--- src/rtl/jamma_joy_scanner.sv ---
// Time-multiplexes the shared JAMMA joystick bus between two players, debounces each
// player's byte and merges the keyboard joystick into player 1 (all active-low).
module jamma_joy_scanner #(
  parameter int SETTLE_CYCLES    = 4,
  parameter int DEBOUNCE_SAMPLES = 3
) (
  input  logic       clk,
  input  logic       reset,
  input  logic [7:0] jjoy,
  input  logic [5:0] kbd_joy,
  output logic       jselect,
  output logic [7:0] joystick1,
  output logic [7:0] joystick2,
  output logic       scan_done
);

  localparam int SW = (SETTLE_CYCLES > 1) ? $clog2(SETTLE_CYCLES) : 1;
  localparam int DW = (DEBOUNCE_SAMPLES > 1) ? $clog2(DEBOUNCE_SAMPLES) : 1;
  localparam logic [SW-1:0] SETTLE_LAST = SW'(SETTLE_CYCLES - 1);
  localparam logic [DW-1:0] CNT_MAX     = DW'(DEBOUNCE_SAMPLES - 1);

  typedef enum logic [1:0] {
    SEL1_SETTLE,
    SEL1_SAMPLE,
    SEL2_SETTLE,
    SEL2_SAMPLE
  } state_t;

  state_t        state;
  logic [SW-1:0] settle_cnt;
  logic [7:0]    prev1, prev2, deb1, deb2;
  logic [DW-1:0] cnt1, cnt2, cnt1_next, cnt2_next;
  logic          same1, same2, take1, take2;

  // Both players' next debounce values are computed from the live bus; only the
  // one whose SAMPLE state is active gets committed.
  always_comb begin
    same1     = (jjoy == prev1);
    same2     = (jjoy == prev2);
    cnt1_next = '0;
    cnt2_next = '0;
    if (same1) cnt1_next = (cnt1 == CNT_MAX) ? cnt1 : cnt1 + 1'b1;
    if (same2) cnt2_next = (cnt2 == CNT_MAX) ? cnt2 : cnt2 + 1'b1;
    take1 = (DEBOUNCE_SAMPLES == 1) || (same1 && (int'(cnt1) + 1 >= DEBOUNCE_SAMPLES - 1));
    take2 = (DEBOUNCE_SAMPLES == 1) || (same2 && (int'(cnt2) + 1 >= DEBOUNCE_SAMPLES - 1));
  end

  always_ff @(posedge clk) begin
    if (reset) begin
      state      <= SEL1_SETTLE;
      settle_cnt <= '0;
      jselect    <= 1'b0;
      scan_done  <= 1'b0;
      prev1      <= 8'hFF;
      prev2      <= 8'hFF;
      deb1       <= 8'hFF;
      deb2       <= 8'hFF;
      cnt1       <= '0;
      cnt2       <= '0;
      joystick1  <= 8'hFF;
      joystick2  <= 8'hFF;
    end else begin
      scan_done <= 1'b0;
      joystick1 <= deb1 & {2'b11, kbd_joy};
      joystick2 <= deb2;
      case (state)
        SEL1_SETTLE, SEL2_SETTLE: begin
          if (settle_cnt == SETTLE_LAST) begin
            settle_cnt <= '0;
            state      <= (state == SEL1_SETTLE) ? SEL1_SAMPLE : SEL2_SAMPLE;
          end else begin
            settle_cnt <= settle_cnt + 1'b1;
          end
        end
        SEL1_SAMPLE: begin
          prev1   <= jjoy;
          cnt1    <= cnt1_next;
          if (take1) deb1 <= jjoy;
          jselect <= 1'b1;
          state   <= SEL2_SETTLE;
        end
        SEL2_SAMPLE: begin
          prev2     <= jjoy;
          cnt2      <= cnt2_next;
          if (take2) deb2 <= jjoy;
          jselect   <= 1'b0;
          scan_done <= 1'b1;
          state     <= SEL1_SETTLE;
        end
        default: state <= SEL1_SETTLE;
      endcase
    end
  end

endmodule
--- config.mk ---
export PLATFORM = sky130hd
export DESIGN_NAME = jamma_joy_scanner
export DESIGN_NICKNAME = d
export VERILOG_FILES = /design/src/rtl/jamma_joy_scanner.sv
export SDC_FILE = /design/constraint.sdc
export NUM_CORES = 1
export LEC_CHECK = 0
export CORE_MARGIN = 2
export CORE_UTILIZATION = 39
export CTS_CLUSTER_SIZE = 10
export DETAILED_ROUTE_END_ITERATION = 10
export PLACE_DENSITY = 0.69
export REMOVE_ABC_BUFFERS = 1
export SKIP_LAST_GASP = 1
export SYNTH_ARGS = -nofsm -noshare
export SYNTH_HDL_FRONTEND = slang
export SYNTH_SLANG_ARGS = --single-unit
--- constraint.sdc ---
create_clock -name clk -period 1.5 [get_ports clk]
set_input_delay 0.3 -clock clk [delete_from_list [all_inputs] [get_ports clk]]
set_output_delay 0.3 -clock clk [all_outputs]
set_load 0.03 [all_outputs]
# Word level (Yosys, flattened, before mapping)
# Cells that the tools add are included.
[word_totals]
register_bits = 58
in_bits = 16
output_inout_bits = 18
word_cells = 50
[classes]
n_addsub = 5
magnitude_cmp = 2
eq_ne = 11
mux = 10
bitwise = 1
reduce_logical = 9
[op_table]
columns = ["op", "count"]
rows = [
  ["$eq A8 B8 Y1", 2],
  ["$mux W2", 7],
  ["$eq A2 B2 Y1 const B", 5],
  ["$and A8 B8 Y8", 1],
  ["$reduce_and A2 Y1", 4],
  ["$add A2 B1 Y2 const B", 3],
  ["$add A2 B1 Y3 const B", 2],
  ["$ge A3 B2 Y1 const B", 2],
  ["$ne A2 B2 Y1 const B", 3],
  ["$pmux W2 S3", 1],
  ["$eq A2 B1 Y1 const B", 1],
  ["$logic_and A1 B1 Y1", 2],
  ["$logic_not A2 Y1", 1],
  ["$pmux W1 S2", 1],
  ["$reduce_bool A2 Y1", 1],
  ["$reduce_or A2 Y1", 1],
  ["$mux W1", 1],
]

# Depth between registers and ports, before layout
# Gate-level depths: netlist of the first run.
[depth]
word_depth = 4
mapped_depth = 6
ltp_nobuf = 6

# Least setup slack after synthesis of the first run
# OpenSTA, ideal clock, no wires.
[synth_path]
path_type = "register to register"
startpoint = "register state[1]"
endpoint = "register cnt1[1]"
setup_ns = 0.123
t_arrival_ns = 1.351
t_required_ns = 1.377
path_slack_ns = 0.026
stages_incl_launch_ff = 7
path_buffers = 1
period_less_slack_ns = 1.474
path_cell_list = "dfxtp_1 inv_1 ha_1 buf_1 nor2_1 a41oi_1 o22ai_1"
[synth_between]
elab_chain_len = 2
[synth_rtl]
columns = ["item", "line", "rtl"]
rows = [
  ["start: declaration", "29", "state_t state;"],
  ["start signal: assignment", "70", "state <= (state == SEL1_SETTLE) ? SEL1_SAMPLE : SEL2_SAMPLE;"],
  ["$eq A2 B1 Y1", "66", "case (state)"],
  ["$reduce_and A2 Y1 (no source line)", "-", ""],
  ["end signal: assignment", "77", "cnt1 <= cnt1_next;"],
  ["end: declaration", "32", "logic [DW-1:0] cnt1, cnt2, cnt1_next, cnt2_next;"],
]
# Every way passes these cells.
# A chain may end at the register's enable or synchronous reset.

# Final worst setup path of the first run
[layout_path]
startpoint = "input jjoy[6]"
endpoint = "register deb2[7]"
[layout_between]
elab_chain_len = 3
[layout_rtl]
columns = ["item", "line", "rtl"]
rows = [
  ["start: declaration", "9", "input logic [7:0] jjoy,"],
  ["$eq A8 B8 Y1", "39", "same2 = (jjoy == prev2);"],
  ["$logic_and A1 B1 Y1", "45", "take2 = (DEBOUNCE_SAMPLES == 1) || (same2 && (int'(cnt2) + 1 >= DEBOUNCE_SAMPLES - 1));"],
  ["$reduce_and A2 Y1 (no source line)", "-", ""],
  ["end signal: assignment", "85", "if (take2) deb2 <= jjoy;"],
  ["end: declaration", "31", "logic [7:0] prev1, prev2, deb1, deb2;"],
]
# Every way passes these cells.

==> out/qor.txt, run 1 <==
status -> complete, no violations
Int Power -> 2930 uW
post-route ant nets -> 0
worst-margin pin slew -> 0.311 ns
placed cells -> 354
port bufs -> 33
largest family of logic cells by synthesized area -> multiplexers
# setup viols final -> 0
share of post-route cells with drive strength above 1 -> 19.0%
Longest Clk Path Bufs -> 2
Distinct cells, synth -> 27
Crit Path Max Fanout -> 8
Cell Count, Final, Fillers Out -> 372
clock sinks -> 58
Setup crit end kind -> flop
fin crit share -> 98.0%
YS warnings -> 0
shortest period the worst path allows -> 1.47 ns
GRT Residual Overflow -> 0
CTS Root Buffer Type -> clkbuf_8
WP data required -> 1.77 ns
CP dominant cell by count -> buf_4
Via density -> 4.50
initial antenna violation count -> 0
adder-cell share of the synthesized area -> 4.98%
FILL cells -> 498
Synth Area in Compound Gates -> 3.76%
Worst-path clk slew -> 0.07 ns
Post-Synth XOR/XNOR Area -> 6.19%
worst skew pair latency -> 0.34 ns
first-pass GRT wire length -> 7.66 mm
Worst path depth -> 7
routed len/inst -> 12.2 um
die width -> 80.2 um
num rows -> 27
Worst R2R Path Depth -> 6
drt pass-1 iters -> 4
final hold vios -> 0
Clock Skew -> 0.00695 ns
routed via count -> 1,675
ANT cells -> 0
Syn Std Cell Area -> 2260 um2
Max Fclk -> 0.680 GHz
Initial Util -> 40.8%
cts bufs inserted -> 9
mux contribution to synthesized area -> 14.6%
max cap viols -> 0
RePlAce Congestion -> 0.768
Crit path largest cell delay -> 0.27 ns
area share of the largest cell type after synthesis -> 51.3%
post-synthesis cell count -> 233
CTS tree -> yes
pwr/cell area -> 1310 nW/um2
DP Wirelength -> 3.15 mm
Buf+Inv Stages, Crit Path -> 3
register area -> 1170 um2
register area share after synthesis -> 51.3%
Die Area -> 6430 um2
critical path cell sequence -> dlygate4sd2_1 -> buf_4 -> xnor2_1 -> nand4_1 -> nor4b_2 -> buf_4 -> mux2i_1
Clock power frac -> 39.5%
CP max stage cell -> nor4b_2
total wire length -> 4.55 mm
CORE AREA -> 5540 um2
layout net count -> 320
die height -> 80.2 um
Simple-Gate Fraction of Synth Area -> 13.9%
Worst VDD drop -> 1.01 mV
P_sw -> 1110 uW
Final Core Density -> 55.9%
num ports -> 34
RSZ-0062 raised after global routing -> yes
Syn Area/Cell -> 9.71 um2
synthesis-stage register bit count -> 58
number of global-route vias before repair -> 1,674
Comb pwr share -> 18.0%
hold_ws -> 0.307 ns
Reg power frac -> 42.5%
leading cell type in the layout, fill and taps excluded -> dfxtp_1
Pleak -> 0.00127 uW
# hold bufs at CTS -> 0
delay-heaviest family, CP -> buffers and inverters
area of the multi-input gates -> 1040 um2
DRC viols -> 0
Worst Path Arrival -> 1.74 ns
most frequent cells in the layout -> dfxtp_1 (54), nand2_1 (33), mux2i_1 (33)
Area growth syn-to-layout -> 36.8%
pin count of the biggest net entering global routing -> 15
Slew Viols, Final -> 0
Synth area leader -> dfxtp_1
power consumption -> 4040 uW
Crit Path Category -> primary input to flop
Sw Share -> 27.4%
top post-synthesis cells by area -> dfxtp_1 (51%), mux2i_1 (15%), nand2_1 (5.5%)
Worst Hold Path Cells -> 3
DR iter-0 viols -> 44
GRT Util Overall -> 15.9%
H-tree depth -> 3
Hold WC Path Type -> primary input to flop
Worst setup SP type -> primary input
slew margin rel. -> 79.4%
==> final cells by class <==
class	count	share of cell area [%]
flip-flops and latches	58	37.7
well taps	72	2.91
multi-input cells	146	33.5
inverters	19	2.30
clock buffers	9	4.00
clock inverters	7	3.03
repair buffers	61	16.5
==> path summary, 6_finish.rpt <==
| kind | startpoint | to | slack, ns |
|---|---|---|---|
| setup / recovery | jjoy[6] | deb2[7] | 0.03 |
| hold / removal | jjoy[2] | prev1[2] | 0.31 |
| setup reg to reg | prev1[2] | deb1[2] | 0.04 |
| hold reg to reg | deb1[6] | joystick1[6] | 0.42 |
==> flip-flops by register name, indices dropped and copies added (netlist names) <==
name	count
scan_done	1
deb2	8
joystick1	8
joystick2	8
settle_cnt	2
state	2
prev1	8
cnt1	2
jselect	1
cnt2	2
deb1	8
prev2	8
==> per-stage QoR <==
stage                     TNS (ns)  setup slack [ns]  cell area, um2
after floorplan              -9.17             -1.01            2220
after global placement       -9.98            -0.582            2840
after detailed placement    -10.22            -0.562            2840
after CTS                  -0.0183           -0.0183            3050
after global routing        -0.436           -0.0611            3100
final                            0            0.0299            3100
==> metal layers <==
| layer | track usage, % | vias up | wire length (um) |
|---|---|---|---|
| met2 | 23.8 | 28 | 2040 |
| met3 | 6.18 | 6 | 195 |
| met4 | 7.63 | 0 | 69 |
| li1 | - | 877 | - |
| met1 | 20.0 | 764 | 2240 |
| met5 | 0 | - | 0 |
==> worst register-to-register path, stage by stage, from the launching register on <==
cell	delay (ns)
dfxtp_2	0.33
xor2_2	0.14
nor4_2	0.31
buf_4	0.16
nand4b_1	0.09
buf_6	0.18
mux2i_1	0.12
==> cells in the mapped netlist, drive strengths merged <==
cell     count
nand4        3
nor4b        1
nor4         2
xnor2        8
a21oi        4
nand3        2
nand4b       1
nor2b        2
nand2       33
buf          4
clkbuf       6
xor2         8
or3          1
nor2        29
a41oi        1
o21ai        2
inv         19
dfxtp       58
o21a         1
o22ai        1
mux2i       33
a21o         2
a2111oi      2
nor3         1
ha           9
==> power groups by stage <==
stage	combinational (uW)	sequential [uW]	clock (uW)
6_report	726	1720	1600
5_1_grt	814	1730	1690
4_1_cts	713	1710	1630
3_5_place_dp	718	1750	0
3_3_place_gp	700	1740	0
2_1_floorplan	396	1770	0
==> cell families after synthesis <==
group	Yosys count
simple gates	75
flops	58
mux	33
buf+inv	29
xor+xnor	16
compound gates	13
fa+ha+maj	9
==> timing repair <==
item	4_1_cts	5_1_grt
cloned	0	0
pin swaps	5	7
endpoints found under the setup margin	38	21
buffers inserted	1	1
gates resized for setup	30	13
(Power assumes the default switching activity.)
==> run 2, diff against run 1 <==
--- a/config.mk
+++ b/config.mk
@@ -11,7 +11,9 @@
 export DETAILED_ROUTE_END_ITERATION = 10
 export PLACE_DENSITY = 0.69
 export REMOVE_ABC_BUFFERS = 1
+export SETUP_SLACK_MARGIN = 0.02
 export SKIP_LAST_GASP = 1
+export SLEW_MARGIN = 20
 export SYNTH_ARGS = -nofsm -noshare
 export SYNTH_HDL_FRONTEND = slang
 export SYNTH_SLANG_ARGS = --single-unit
==> out/qor.txt, run 2 (synthesized netlist as in run 1, its figures left out) <==
Crit Path Category -> flop to flop
ANT cells -> 0
dpl ws -> -0.562 ns
Buf+Inv Stages, Crit Path -> 2
Sw Share -> 27.4%
most frequent cells in the layout -> dfxtp_1 (51), nand2_1 (33), mux2i_1 (33)
H-tree depth -> 3
Crit Path Max Fanout -> 8
DR iter-0 viols -> 28
pin count of the biggest net entering global routing -> 15
CP max stage cell -> dfxtp_2
P_sw -> 1110 uW
worst skew pair latency -> 0.34 ns
CORE AREA -> 5540 um2
Worst-path clk slew -> 0.07 ns
num rows -> 27
routed len/inst -> 12.2 um
# setup viols final -> 0
port bufs -> 33
number of global-route vias before repair -> 1,679
share of post-route cells with drive strength above 1 -> 21.0%
delay-heaviest family, CP -> simple AND/OR/NAND/NOR gates
DP Wirelength -> 3.15 mm
Int Power -> 2940 uW
GRT Residual Overflow -> 0
Worst R2R Start -> prev1[2]
Worst Hold Path Cells -> 3
CTS Root Buffer Type -> clkbuf_8
slew margin rel. -> 79.4%
Slew Viols, Final -> 0
RePlAce Congestion -> 0.768
Clock Skew -> 0.00815 ns
worst setup margin -> 0.0451 ns
Worst VDD drop -> 1.01 mV
Worst Path Arrival -> 1.68 ns
total wire length -> 4.54 mm
status -> complete, no violations
critical path cell sequence -> xor2_2 -> nor4_2 -> buf_4 -> nand4b_1 -> buf_6 -> mux2i_1
Initial Util -> 40.8%
Longest Clk Path Bufs -> 2
final hold vios -> 0
Die Area -> 6430 um2
Worst path depth -> 6
Hold Startpoint -> jjoy[2]
drt pass-1 iters -> 4
WP data required -> 1.72 ns
pwr/cell area -> 1300 nW/um2
GRT Util Overall -> 16.0%
# hold bufs at CTS -> 0
RSZ-0062 raised after global routing -> yes
Via density -> 4.51
Pleak -> 0.00127 uW
Worst setup SP type -> flop
max cap viols -> 0
Comb pwr share -> 18.2%
placed cells -> 354
Crit path largest cell delay -> 0.33 ns
post-route ant nets -> 0
worst min-delay path endpoint -> prev1[2]
clock sinks -> 58
power consumption -> 4050 uW
area of the multi-input gates -> 1050 um2
DRC viols -> 0
initial antenna violation count -> 0
fin crit share -> 97.0%
leading cell type in the layout, fill and taps excluded -> dfxtp_1
Reg-to-Reg End -> deb1[2]
routed via count -> 1,678
Worst R2R Path Depth -> 6
Area growth syn-to-layout -> 37.4%
Setup crit end kind -> flop
CTS tree -> yes
worst-margin pin slew -> 0.311 ns
Reg power frac -> 42.5%
num ports -> 34
reg2reg setup slack -> 0.05 ns
FILL cells -> 494
die height -> 80.2 um
die width -> 80.2 um
cts bufs inserted -> 9
Cell Count, Final, Fillers Out -> 372
register area -> 1170 um2
Clock power frac -> 39.3%
Hold WC Path Type -> primary input to flop
Max Fclk -> 0.687 GHz
layout net count -> 320
shortest period the worst path allows -> 1.45 ns
first-pass GRT wire length -> 7.67 mm
## run 2: area by class of cell
cell class,count,area share [%]
sequential,58,37.6
multi-input combinational,146,33.8
timing repair buffer,61,16.3
clock buffer,9,3.99
clock inverter,7,3.02
tap,72,2.90
inverter,19,2.29
## run 2: stage by stage
| stage | TNS, ns | hold WS, ns | area (um2) | utilization [%] |
|---|---|---|---|---|
| 2_1_floorplan | -9.17 | 0.369 | 2220 | - |
| 3_3_place_gp | -9.98 | 0.404 | 2840 | 51.2 |
| 3_5_place_dp | -10.22 | 0.403 | 2840 | 51.2 |
| 4_1_cts | 0 | 0.421 | 3060 | 55.1 |
| 5_1_grt | -0.407 | 0.340 | 3110 | 56.1 |
| 6_report | 0 | 0.307 | 3110 | 56.1 |
## run 2: what timing repair did
item                       CTS  global route
resized for setup           30            18
setup endpoints to repair   38            21
cloned                       0             0
buffers inserted             1             1
pin swaps                    5            10
## run 2: worst max path at each step
stage / startpoint / to / slack (ns)
floorplan: state[0] / deb2[0] / -1.01
global placement: jjoy[3] / deb1[2] / -0.58
detailed placement: jjoy[3] / deb1[2] / -0.56
CTS: prev2[1] / deb2[7] / 0.009
global route: prev1[6] / deb1[2] / -0.06
finish: prev1[2] / deb1[2] / 0.05
## run 2: metal layers
metal  global-route usage (%)  vias to the layer above  share of wire [%]
met5                        0                        -                  0
met4                     7.63                        0                1.5
met3                     6.18                        6                4.3
met2                     23.8                       28                 45
met1                     20.1                      765                 49
li1                         -                      879                  -
## run 2: power by group through the flow
stage | Clock [uW] | Sequential (uW) | Combinational [uW]
final | 1590 | 1720 | 736
after CTS | 1630 | 1710 | 713
after detailed placement | 0 | 1750 | 718
after global placement | 0 | 1740 | 700
after global routing | 1690 | 1730 | 827
after floorplan | 0 | 1770 | 396
## run 2: worst min-delay path, delay by kind of cell
family | cells | cell delay [ns]
multiplexers | 1 | 0.10
buffers and inverters | 1 | 0.16
AND/OR/NAND/NOR | 1 | 0.06
